===== src/rtl/fb_rect_filler.sv =====
// fb_rect_filler: command-driven raster sequencer for the 120x60, 3-bit frame
// buffer write port. Accepts a fill-rectangle or clear-screen command, then
// issues one registered pixel write per clock in raster order (column fastest)
// and pulses done for one cycle when the command completes.
//
// Build option: define FB_CLIP_EN to clip rectangles against WIDTH x HEIGHT.
// Without it, exactly w*h writes are issued and the caller keeps rectangles
// in bounds (the address is simply truncated to AW bits).
module fb_rect_filler #(
    parameter int WIDTH  = 120,
    parameter int HEIGHT = 60,
    parameter int AW     = 16
) (
    input  logic          clk,
    input  logic          rst,
    input  logic          cmd_valid,
    output logic          cmd_ready,
    input  logic          cmd_op,
    input  logic [6:0]    cmd_x,
    input  logic [5:0]    cmd_y,
    input  logic [6:0]    cmd_w,
    input  logic [5:0]    cmd_h,
    input  logic [2:0]    cmd_color,
    output logic          busy,
    output logic          done,
    output logic          wr,
    output logic [AW-1:0] addr,
    output logic [2:0]    di
);

    typedef enum logic [1:0] {
        IDLE = 2'd0,
        FILL = 2'd1,
        FIN  = 2'd2
    } state_t;

    // Screen dimensions as 8-bit constants so all coordinate maths stays 8-bit.
    localparam logic [7:0] WIDTH8  = 8'(WIDTH);
    localparam logic [7:0] HEIGHT8 = 8'(HEIGHT);

    state_t state_reg, state_next;

    // Raster walk state: current column/row, column restart value and the
    // exclusive end coordinates of the (possibly clipped) rectangle.
    logic [7:0]    col_reg;
    logic [7:0]    col_start_reg;
    logic [7:0]    col_end_reg;
    logic [7:0]    row_reg;
    logic [7:0]    row_end_reg;
    logic [AW-1:0] row_base_reg;

    // Registered frame buffer write port.
    logic          wr_reg;
    logic [AW-1:0] addr_reg;
    logic [2:0]    di_reg;

    // Command decode.
    logic [7:0]    x_sel, y_sel, w_sel, h_sel;
    logic [7:0]    x_end, y_end;
    logic          empty_cmd;
    logic [AW-1:0] y_terms [0:7];
    logic [AW-1:0] y_base;

    logic accept;
    logic last_col;
    logic last_row;
    logic last_pix;

    assign cmd_ready = (state_reg == IDLE);
    assign busy      = (state_reg == FILL);
    assign done      = (state_reg == FIN);
    assign wr        = wr_reg;
    assign addr      = addr_reg;
    assign di        = di_reg;

    assign accept   = (state_reg == IDLE) && cmd_valid;
    assign last_col = ((col_reg + 8'd1) == col_end_reg);
    assign last_row = ((row_reg + 8'd1) == row_end_reg);
    assign last_pix = last_col && last_row;

    // Select the effective rectangle; a clear ignores the geometry fields.
    always_comb begin
        x_sel = {1'b0, cmd_x};
        y_sel = {2'b00, cmd_y};
        w_sel = {1'b0, cmd_w};
        h_sel = {2'b00, cmd_h};
        if (cmd_op) begin
            x_sel = 8'd0;
            y_sel = 8'd0;
            w_sel = WIDTH8;
            h_sel = HEIGHT8;
        end
    end

    // End coordinates and the "nothing to write" decision. 8-bit sums cannot
    // overflow for 7-bit/6-bit operands.
`ifdef FB_CLIP_EN
    always_comb begin
        x_end     = x_sel + w_sel;
        y_end     = y_sel + h_sel;
        if (x_end > WIDTH8) begin
            x_end = WIDTH8;
        end
        if (y_end > HEIGHT8) begin
            y_end = HEIGHT8;
        end
        empty_cmd = (w_sel == 8'd0) || (h_sel == 8'd0) ||
                    (x_sel >= WIDTH8) || (y_sel >= HEIGHT8);
    end
`else
    always_comb begin
        x_end     = x_sel + w_sel;
        y_end     = y_sel + h_sel;
        empty_cmd = (w_sel == 8'd0) || (h_sel == 8'd0);
    end
`endif

    // Starting row base y*WIDTH built as a sum of shifted copies of y, one per
    // set bit of the constant WIDTH; later rows are reached by adding WIDTH.
    generate
        for (genvar gi = 0; gi < 8; gi++) begin : g_row_base
            assign y_terms[gi] = WIDTH8[gi] ? (AW'(y_sel) << gi) : '0;
        end
    endgenerate

    // Sum of the shifted partial terms.
    always_comb begin
        y_base = '0;
        for (int i = 0; i < 8; i++) begin
            y_base = y_base + y_terms[i];
        end
    end

    // State register.
    always_ff @(posedge clk) begin
        if (rst) begin
            state_reg <= IDLE;
        end else begin
            state_reg <= state_next;
        end
    end

    // Next-state logic. An empty command still passes through FILL (with no
    // writes) so done lands two cycles after acceptance.
    always_comb begin
        state_next = state_reg;
        case (state_reg)
            IDLE: begin
                if (cmd_valid) begin
                    state_next = FILL;
                end
            end
            FILL: begin
                if (!wr_reg || last_pix) begin
                    state_next = FIN;
                end
            end
            FIN: begin
                state_next = IDLE;
            end
            default: begin
                state_next = IDLE;
            end
        endcase
    end

    // Raster walk and registered write port. The first write is loaded at the
    // accepting edge so wr is high in the first FILL cycle.
    always_ff @(posedge clk) begin
        if (rst) begin
            col_reg       <= '0;
            col_start_reg <= '0;
            col_end_reg   <= '0;
            row_reg       <= '0;
            row_end_reg   <= '0;
            row_base_reg  <= '0;
            wr_reg        <= 1'b0;
            addr_reg      <= '0;
            di_reg        <= '0;
        end else if (accept) begin
            col_reg       <= x_sel;
            col_start_reg <= x_sel;
            col_end_reg   <= x_end;
            row_reg       <= y_sel;
            row_end_reg   <= y_end;
            row_base_reg  <= y_base;
            wr_reg        <= !empty_cmd;
            if (!empty_cmd) begin
                addr_reg <= y_base + AW'(x_sel);
                di_reg   <= cmd_color;
            end
        end else if ((state_reg == FILL) && wr_reg) begin
            if (last_pix) begin
                wr_reg <= 1'b0;
            end else if (last_col) begin
                col_reg      <= col_start_reg;
                row_reg      <= row_reg + 8'd1;
                row_base_reg <= row_base_reg + AW'(WIDTH);
                addr_reg     <= row_base_reg + AW'(WIDTH) + AW'(col_start_reg);
            end else begin
                col_reg  <= col_reg + 8'd1;
                addr_reg <= addr_reg + AW'(1);
            end
        end else begin
            wr_reg <= 1'b0;
        end
    end

endmodule


===== config.mk =====
export PLATFORM = sky130hd
export DESIGN_NAME = fb_rect_filler
export DESIGN_NICKNAME = d
export VERILOG_FILES = /design/src/rtl/fb_rect_filler.sv
export SDC_FILE = /design/constraint.sdc
export NUM_CORES = 1
export LEC_CHECK = 0
export BUFFER_PORTS_ARGS = -buffer_cell sky130_fd_sc_hd__buf_2
export CAP_MARGIN = 10
export CELL_PAD_IN_SITES_DETAIL_PLACEMENT = 2
export CELL_PAD_IN_SITES_GLOBAL_PLACEMENT = 2
export CORE_UTILIZATION = 39
export CTS_BUF_LIST = sky130_fd_sc_hd__clkbuf_16
export CTS_CLUSTER_SIZE = 10
export DETAILED_ROUTE_END_ITERATION = 12
export GPL_ROUTABILITY_DRIVEN = 1
export PLACE_DENSITY = 0.88
export SETUP_SLACK_MARGIN = 0.1
export SLEW_MARGIN = 20
export SYNTH_ARGS = -nofsm -noshare
export SYNTH_HDL_FRONTEND = slang
export SYNTH_SLANG_ARGS = --single-unit

===== constraint.sdc =====
create_clock -name clk -period 12.3 [get_ports clk]
set_input_delay 3.075 -clock clk [delete_from_list [all_inputs] [get_ports clk]]
set_output_delay 3.075 -clock clk [all_outputs]
set_load 0.1 [all_outputs]

==> results of run 1 <==
[cell type report]
class	instances	area share
flip-flops and latches	73	0.222
multi-input cells	622	0.638
repair buffers	62	0.0498
clock inverters	7	0.00437
clock buffers	9	0.0342
well taps	184	0.0349
inverters	30	0.0171
[power by group through the flow]
| stage | Combinational [W] | Sequential, W | Clock (W) |
|---|---|---|---|
| after floorplan | 0.000185 | 0.000320 | 0 |
| after global placement | 0.000280 | 0.000288 | 0 |
| after detailed placement | 0.000296 | 0.000290 | 0 |
| after CTS | 0.000302 | 0.000286 | 0.000242 |
| after global routing | 0.000325 | 0.000289 | 0.000251 |
| final | 0.000301 | 0.000287 | 0.000238 |
[cells in the final DEF (no fill, tap or decap), types with 3 or more instances in the layout]
cell type,count
nand2_1,89
nor4b_1,6
xnor2_1,58
clkbuf_16,9
nand3_1,30
a31oi_1,9
o32ai_1,4
o211ai_1,8
a21oi_1,68
a211oi_1,19
nor4_1,5
and2_1,5
a21o_1,9
ha_1,37
and3_1,9
buf_4,7
inv_1,30
nor2_1,51
nor3b_1,4
nand4_1,10
nand2b_1,6
and4_1,3
a32o_1,4
fa_1,6
a221o_1,5
dfxtp_1,73
clkinv_1,5
nor2b_1,21
or2_2,10
xor2_1,30
buf_2,55
o21ai_0,28
o21bai_1,4
nor3_1,25
[metrics by stage]
stage / util / hold WS [ns]
2_1_floorplan: - / 0.432
3_3_place_gp: 0.429 / 0.441
3_5_place_dp: 0.429 / 0.465
4_1_cts: 0.446 / 0.473
5_1_grt: 0.446 / 0.502
6_report: 0.446 / 0.466
[worst min-delay path by stage]
stage / to / depth (start not counted) / slack [ns] / start
6_report: di[2] / 2 / 0.47 / di[2]
3_3_place_gp: col_start_reg[1] / 2 / 0.44 / col_start_reg[1]
4_1_cts: di[2] / 2 / 0.47 / di[2]
2_1_floorplan: col_end_reg[3] / 2 / 0.43 / col_end_reg[3]
5_1_grt: row_end_reg[4] / 2 / 0.50 / row_end_reg[4]
3_5_place_dp: di[2] / 2 / 0.46 / di[2]
[logic make-up (layout without fill, tap and decap cells)]
family	count (synthesis)	count (layout)	share of synthesized area
AOI/OAI and AO/OA	193	193	0.216
xor gates and xnor gates	89	89	0.133
adders and majority gates	45	45	0.101
buffers and inverters	77	108	0.0540
DFF	73	73	0.244
muxes	2	2	0.00356
and+or+nand+nor	293	293	0.249
[worst min-delay path, delay by kind of cell, from the launching register on]
family	cells	cell delay, ns
flops	1	0.31
simple gates	1	0.05
compound gates	1	0.06
[per-layer routing]
metal | up-vias | routed length [um]
met1 | 3046 | 9950
met2 | 141 | 11000
met3 | 53 | 776
met5 | - | 0
li1 | 2810 | -
met4 | 0 | 659
[synth_stat cells (3+ instances only)]
| cell type | instances |
|---|---|
| and3_1 | 9 |
| clkbuf_1 | 37 |
| or2_2 | 10 |
| inv_1 | 29 |
| nor4_1 | 5 |
| nand4_1 | 10 |
| a21oi_1 | 68 |
| a211oi_1 | 19 |
| and4_1 | 3 |
| ha_1 | 37 |
| buf_4 | 5 |
| nand2_1 | 90 |
| a21o_1 | 9 |
| nor4b_1 | 6 |
| fa_1 | 6 |
| o32ai_1 | 4 |
| a221o_1 | 5 |
| a32o_1 | 4 |
| o21bai_1 | 4 |
| xnor2_1 | 58 |
| nor3_1 | 25 |
| nor2_1 | 51 |
| o211ai_1 | 8 |
| nand2b_1 | 6 |
| a31oi_1 | 9 |
| nor2b_1 | 21 |
| and2_1 | 6 |
| o21ai_0 | 28 |
| buf_1 | 3 |
| dfxtp_1 | 73 |
| xor2_1 | 30 |
| nor3b_1 | 4 |
| nand3_1 | 30 |
==> results.cfg, run 1 <==
[floorplanning]
die_area_sq_mm = 0.0158
die_y_um = 126
rows = 44
ios = 56
start_util = 0.405
core_area_sq_mm = 0.0148
die_width_um = 126

[power]
clock_power_share = 0.289
share_comb_of_total_power = 0.364
ir_worst_vdd_mv = 0.0705
swShare = 0.411
internal_power_w = 0.000486
total_power_w = 0.000826
seq_power_share = 0.347
leakagePower_nw = 2.63
power_density_mw_per_mm2 = 125
switching_power_w = 0.000340

[timing]
fmax_mhz = 142
setup_violations = 0
clock_skew_ns = 0.00447
period_needed_ns = 7.03
fin_setup_tns_ns = 0
setup_slack_ns = 5.27
rsz0062_at_grt = no
maxSlewHeadroom = 0.346
tightest_slew_ns = 0.981
report.final.slew_viol_count = 0
post-route-period-util = 0.572
finalHoldViolations = 0

[setup_path]
worstSetupStartpointType = primary input
criticalPathCategory = in2reg
worstPathArrival_ns = 7.27
r2r_cells = 10
r2r-start = col_reg[0]
reg2reg_slack_ns = 8.43
rr_endpoint = row_reg[6]
path_delay_family = adder cells
critPathMostFrequentCell = inv_1
slowest_delay_ns = 0.53
crit_path_start = cmd_op
cp-end-kind = register
cp-endpoint = addr[11]
critPathRequiredTime_ns = 12.54
path_buf_inv = 5
path_cells = buf_2 -> clkinv_1 -> nand2_1 -> inv_1 -> ha_1 -> inv_1 -> fa_1 -> inv_1 -> ha_1 -> a21o_1 -> a21oi_1 -> xnor2_1 -> nor4b_1 -> xnor2_1 -> a21oi_1 -> a32o_1
crit_path_top_delay_cell = nor4b_1
crit_path_max_fanout = 28
cp_num_cells = 16

[finish]
largest_register_ffs = 16
design_area_sq_mm = 0.00659
layout.cells.non_filler = 987
multi_input_area_sq_mm = 0.00420
diodes = 0
syn2layout_area_growth_pct = 10.1
final_nets = 874
n_fill_cell = 1708
drive_above_1_share = 0.131
seq_area_sq_mm = 0.00146

[placed_design]
gp_congestion = 0.798
placed_area_sq_mm = 0.00633
place.port_buffers = 55
dp_cells = 971
dp_hpwl_um = 16200
place_ws_ns = 4.93

[routing]
routed_wl_um = 22300
firstDrtPassIters = 4
drtIter0Drc = 343
ant_nets = 0
num_vias = 6050
drc_errors = 0
wl_per_cell_um = 22.6
via_per_inst = 6.13

[yosys]
ys_seq_elements = 73
synth_area_sq_mm = 0.00598
synth_top_area_cell = dfxtp_1
ys_seq_area_frac = 0.244
synth_edf_count = 0
synth_top_area_share = 0.244
netlist-cell-type-count = 81
synthArstFlopShare = 0
syn-mean-instance-area_sq_um = 7.75
synth.net_count = 848
synth_top_cells_by_area = dfxtp_1 24%, xnor2_1 8.5%, ha_1 7.7%, a21oi_1 5.7%, nand2_1 5.6%
postSynthCellCount = 772
yosysWarnings = 0
synthFlopType = dfxtp_1

[global_routing]
antenna_found_initial = 0
grt_pass1_vias = 6707
grt_usage = 0.292
grt_pass1_wl_um = 36600
met3_usage = 0.0429
met1_usage = 0.361
grt_max_degree = 78
overflow = 0
grt_busiest_layer = met2
use_met2 = 0.508

[clock_tree]
insertion_delay_ns = 0.35
postCtsSetupRepairBufs = 0
post_cts_resize_count = 0
clock_sinks = 73
hold_buffers = 0
clockRootBuffer = clkbuf_16
cts_tree = yes
path_clk_slew_ns = 0.06
clockBufferDepth = 2
numCtsBuffers = 9
cts_max_level = 3

[min_path]
min_path_type = reg2reg

[run_status]
status = completed

[flow_run]
drv_cap = 0
Note: power is estimated with default switching activity, not from simulation.
==> run 2: changes to the inputs <==
--- a/config.mk
+++ b/config.mk
@@ -9,12 +9,12 @@
 export CAP_MARGIN = 10
 export CELL_PAD_IN_SITES_DETAIL_PLACEMENT = 2
 export CELL_PAD_IN_SITES_GLOBAL_PLACEMENT = 2
-export CORE_UTILIZATION = 39
+export CORE_UTILIZATION = 32
 export CTS_BUF_LIST = sky130_fd_sc_hd__clkbuf_16
 export CTS_CLUSTER_SIZE = 10
 export DETAILED_ROUTE_END_ITERATION = 12
 export GPL_ROUTABILITY_DRIVEN = 1
-export PLACE_DENSITY = 0.88
+export PLACE_DENSITY = 0.78
 export SETUP_SLACK_MARGIN = 0.1
 export SLEW_MARGIN = 20
 export SYNTH_ARGS = -nofsm -noshare
==> constraint.sdc (replaced) <==
create_clock -name clk -period 6 [get_ports clk]
set_input_delay 1.5 -clock clk [delete_from_list [all_inputs] [get_ports clk]]
set_output_delay 1.5 -clock clk [all_outputs]
set_load 0.1 [all_outputs]
==> run 2 against run 1 <==
Against the previous run: the run now ends with design-rule violations left; clock power increased by 150%; core utilization decreased by 7.6 points; design area increased by 2.1%; sequential share of layout area decreased by 0.47 points; register-to-register slack got worse by 6.2 ns; clock skew increased by 0.0037 ns; first-iteration DRC count decreased by 29%; die area increased by 22%; critical endpoint unchanged; largest power group unchanged.
==> results.cfg, run 2 (synthesis results as in run 1) <==
[run_status]
status = finished, violations left
failed_checks = design-rule violations

[finish]
final_cell_mix = 89 x nand2_1, 73 x dfxtp_1, 68 x a21oi_1
final_nets = 878
largest_register_ffs = 16
syn2layout_area_growth_pct = 12.5
diodes = 0
final_common_cell = nand2_1
drive_above_1_share = 0.138

[floorplanning]
start_util = 0.330
core_area_sq_mm = 0.0181
die_y_um = 139
die_width_um = 139
rows = 49
die_area_sq_mm = 0.0192
ios = 56

[routing]
via_per_inst = 5.69
drc_errors = 10
routed_wl_um = 21800
ant_nets = 0
wl_per_cell_um = 21.0
num_vias = 5895
drtIter0Drc = 245
firstDrtPassIters = 9

[clock_tree]
clock_sinks = 73
path_clk_slew_ns = 0.06
cts_max_level = 3
clockRootBuffer = clkbuf_16
clockBufferDepth = 2
postCtsSetupRepairBufs = 0
hold_buffers = 0
post_cts_resize_count = 0
cts_tree = yes
numCtsBuffers = 9
insertion_delay_ns = 0.35

[setup_path]
reg2reg_slack_ns = 2.21
rr_endpoint = row_reg[1]
worstSetupStartpointType = primary input
critPathMostFrequentCell = xnor2_1
critPathRequiredTime_ns = 6.25
criticalPathCategory = in2reg
worstPathArrival_ns = 5.38
crit_path_max_fanout = 9
path_delay_family = adder cells
cp-end-kind = register
path_cells = buf_2 -> xnor2_1 -> nor2_1 -> ha_1 -> xnor2_1 -> ha_1 -> ha_1 -> fa_1 -> a21o_1 -> a21oi_1 -> xnor2_1 -> nor4b_1 -> xnor2_1 -> a21oi_1 -> a32o_1
path_buf_inv = 1
r2r_cells = 10
slowest_delay_ns = 0.50
r2r-start = col_reg[0]
crit_path_top_delay_cell = nor4b_1

[global_routing]
grt_max_degree = 59
grt_pass1_wl_um = 35100
grt_pass1_vias = 6334
antenna_found_initial = 0
overflow = 0
grt_usage = 0.232

[power]
leakagePower_nw = 2.66
power_density_mw_per_mm2 = 267
ir_worst_vdd_mv = 0.157

[placed_design]
gp_congestion = 0.855
place.port_buffers = 55
dp_hpwl_um = 16400

[timing]
setup_violations = 0
hold_slack_ns = 0.461
rsz0062_at_grt = no
maxSlewHeadroom = 0.371
fin_setup_tns_ns = 0
post-route-period-util = 0.856
tightest_slew_ns = 0.940
fmax_mhz = 195
clock_skew_ns = 0.00813
finalHoldViolations = 0
report.final.slew_viol_count = 0
period_needed_ns = 5.14

[flow_run]
drv_cap = 0

[min_path]
hold_end = di[2]
hold_depth = 2
min_path_type = reg2reg
min-delay-start = di[2]
[run 2: cell types whose count changed in the layout (fill, tap and decap cells not counted), sizes merged]
cell	before	now
buf	62	66
inv	30	29
clkinvlp	0	1
clkinv	7	5
bufinv	0	2
[run 2: worst register-to-register path, delay by kind of cell (launching register included)]
kind / cells / cell delay [ns]
simple gates: 6 / 1.92
compound gates: 2 / 0.50
flops: 1 / 0.48
buf+inv: 1 / 0.47
fa+ha+maj: 1 / 0.33
[run 2: final cells by class]
| class | instances | area (sq um) |
|---|---|---|
| flip-flops and latches | 73 | 1460 |
| repair buffers | 66 | 358 |
| inverters | 30 | 113 |
| fillers | 2118 | 11400 |
| clock buffers | 9 | 225 |
| well taps | 229 | 287 |
| clock inverters | 7 | 85.1 |
| multi-input cells | 622 | 4200 |
[run 2: report_power, final]
group	internal [W]	switching (W)	total (W)
registers	0.000524	0.0000634	0.000587
logic	0.000202	0.000414	0.000616
clock network	0.000360	0.000233	0.000593
total	0.00109	0.000710	0.00180
[run 2: worst max-delay path by stage]
stage / start / endpoint / slack (ns) / depth (start not counted)
finish: cmd_y[1] / addr[11] / 0.86 / 15
global route: cmd_y[1] / addr[12] / 0.53 / 16
CTS: cmd_y[1] / addr[11] / 0.86 / 15
detailed placement: cmd_y[1] / addr[11] / 0.54 / 15
global placement: cmd_y[1] / addr[11] / 0.71 / 15
floorplan: cmd_op / addr[11] / 0.85 / 16
[run 2: stage by stage]
step / setup WS [ns] / power (W) / utilization / std cells / area (sq um)
finish: 0.865 / 0.00180 / 0.371 / 1036 / 6730
global route: 0.528 / 0.00188 / 0.371 / 1036 / 6730
CTS: 0.860 / 0.00180 / 0.371 / 1036 / 6730
detailed placement: 0.543 / 0.00121 / 0.354 / 1020 / 6420
global placement: 0.706 / 0.00117 / 0.354 / 1020 / 6420
floorplan: 0.851 / 0.00104 / - / 772 / 5980
[run 2: routing by layer]
| metal | global-route usage | vias up | part of all wire | wire, um |
|---|---|---|---|---|
| met5 | 0 | - | 0 | 0 |
| met4 | 0.0661 | 0 | 0.016 | 346 |
| met3 | 0.0328 | 23 | 0.034 | 733 |
| met2 | 0.393 | 101 | 0.48 | 10400 |
| met1 | 0.306 | 2961 | 0.47 | 10300 |
| li1 | - | 2810 | - | - |
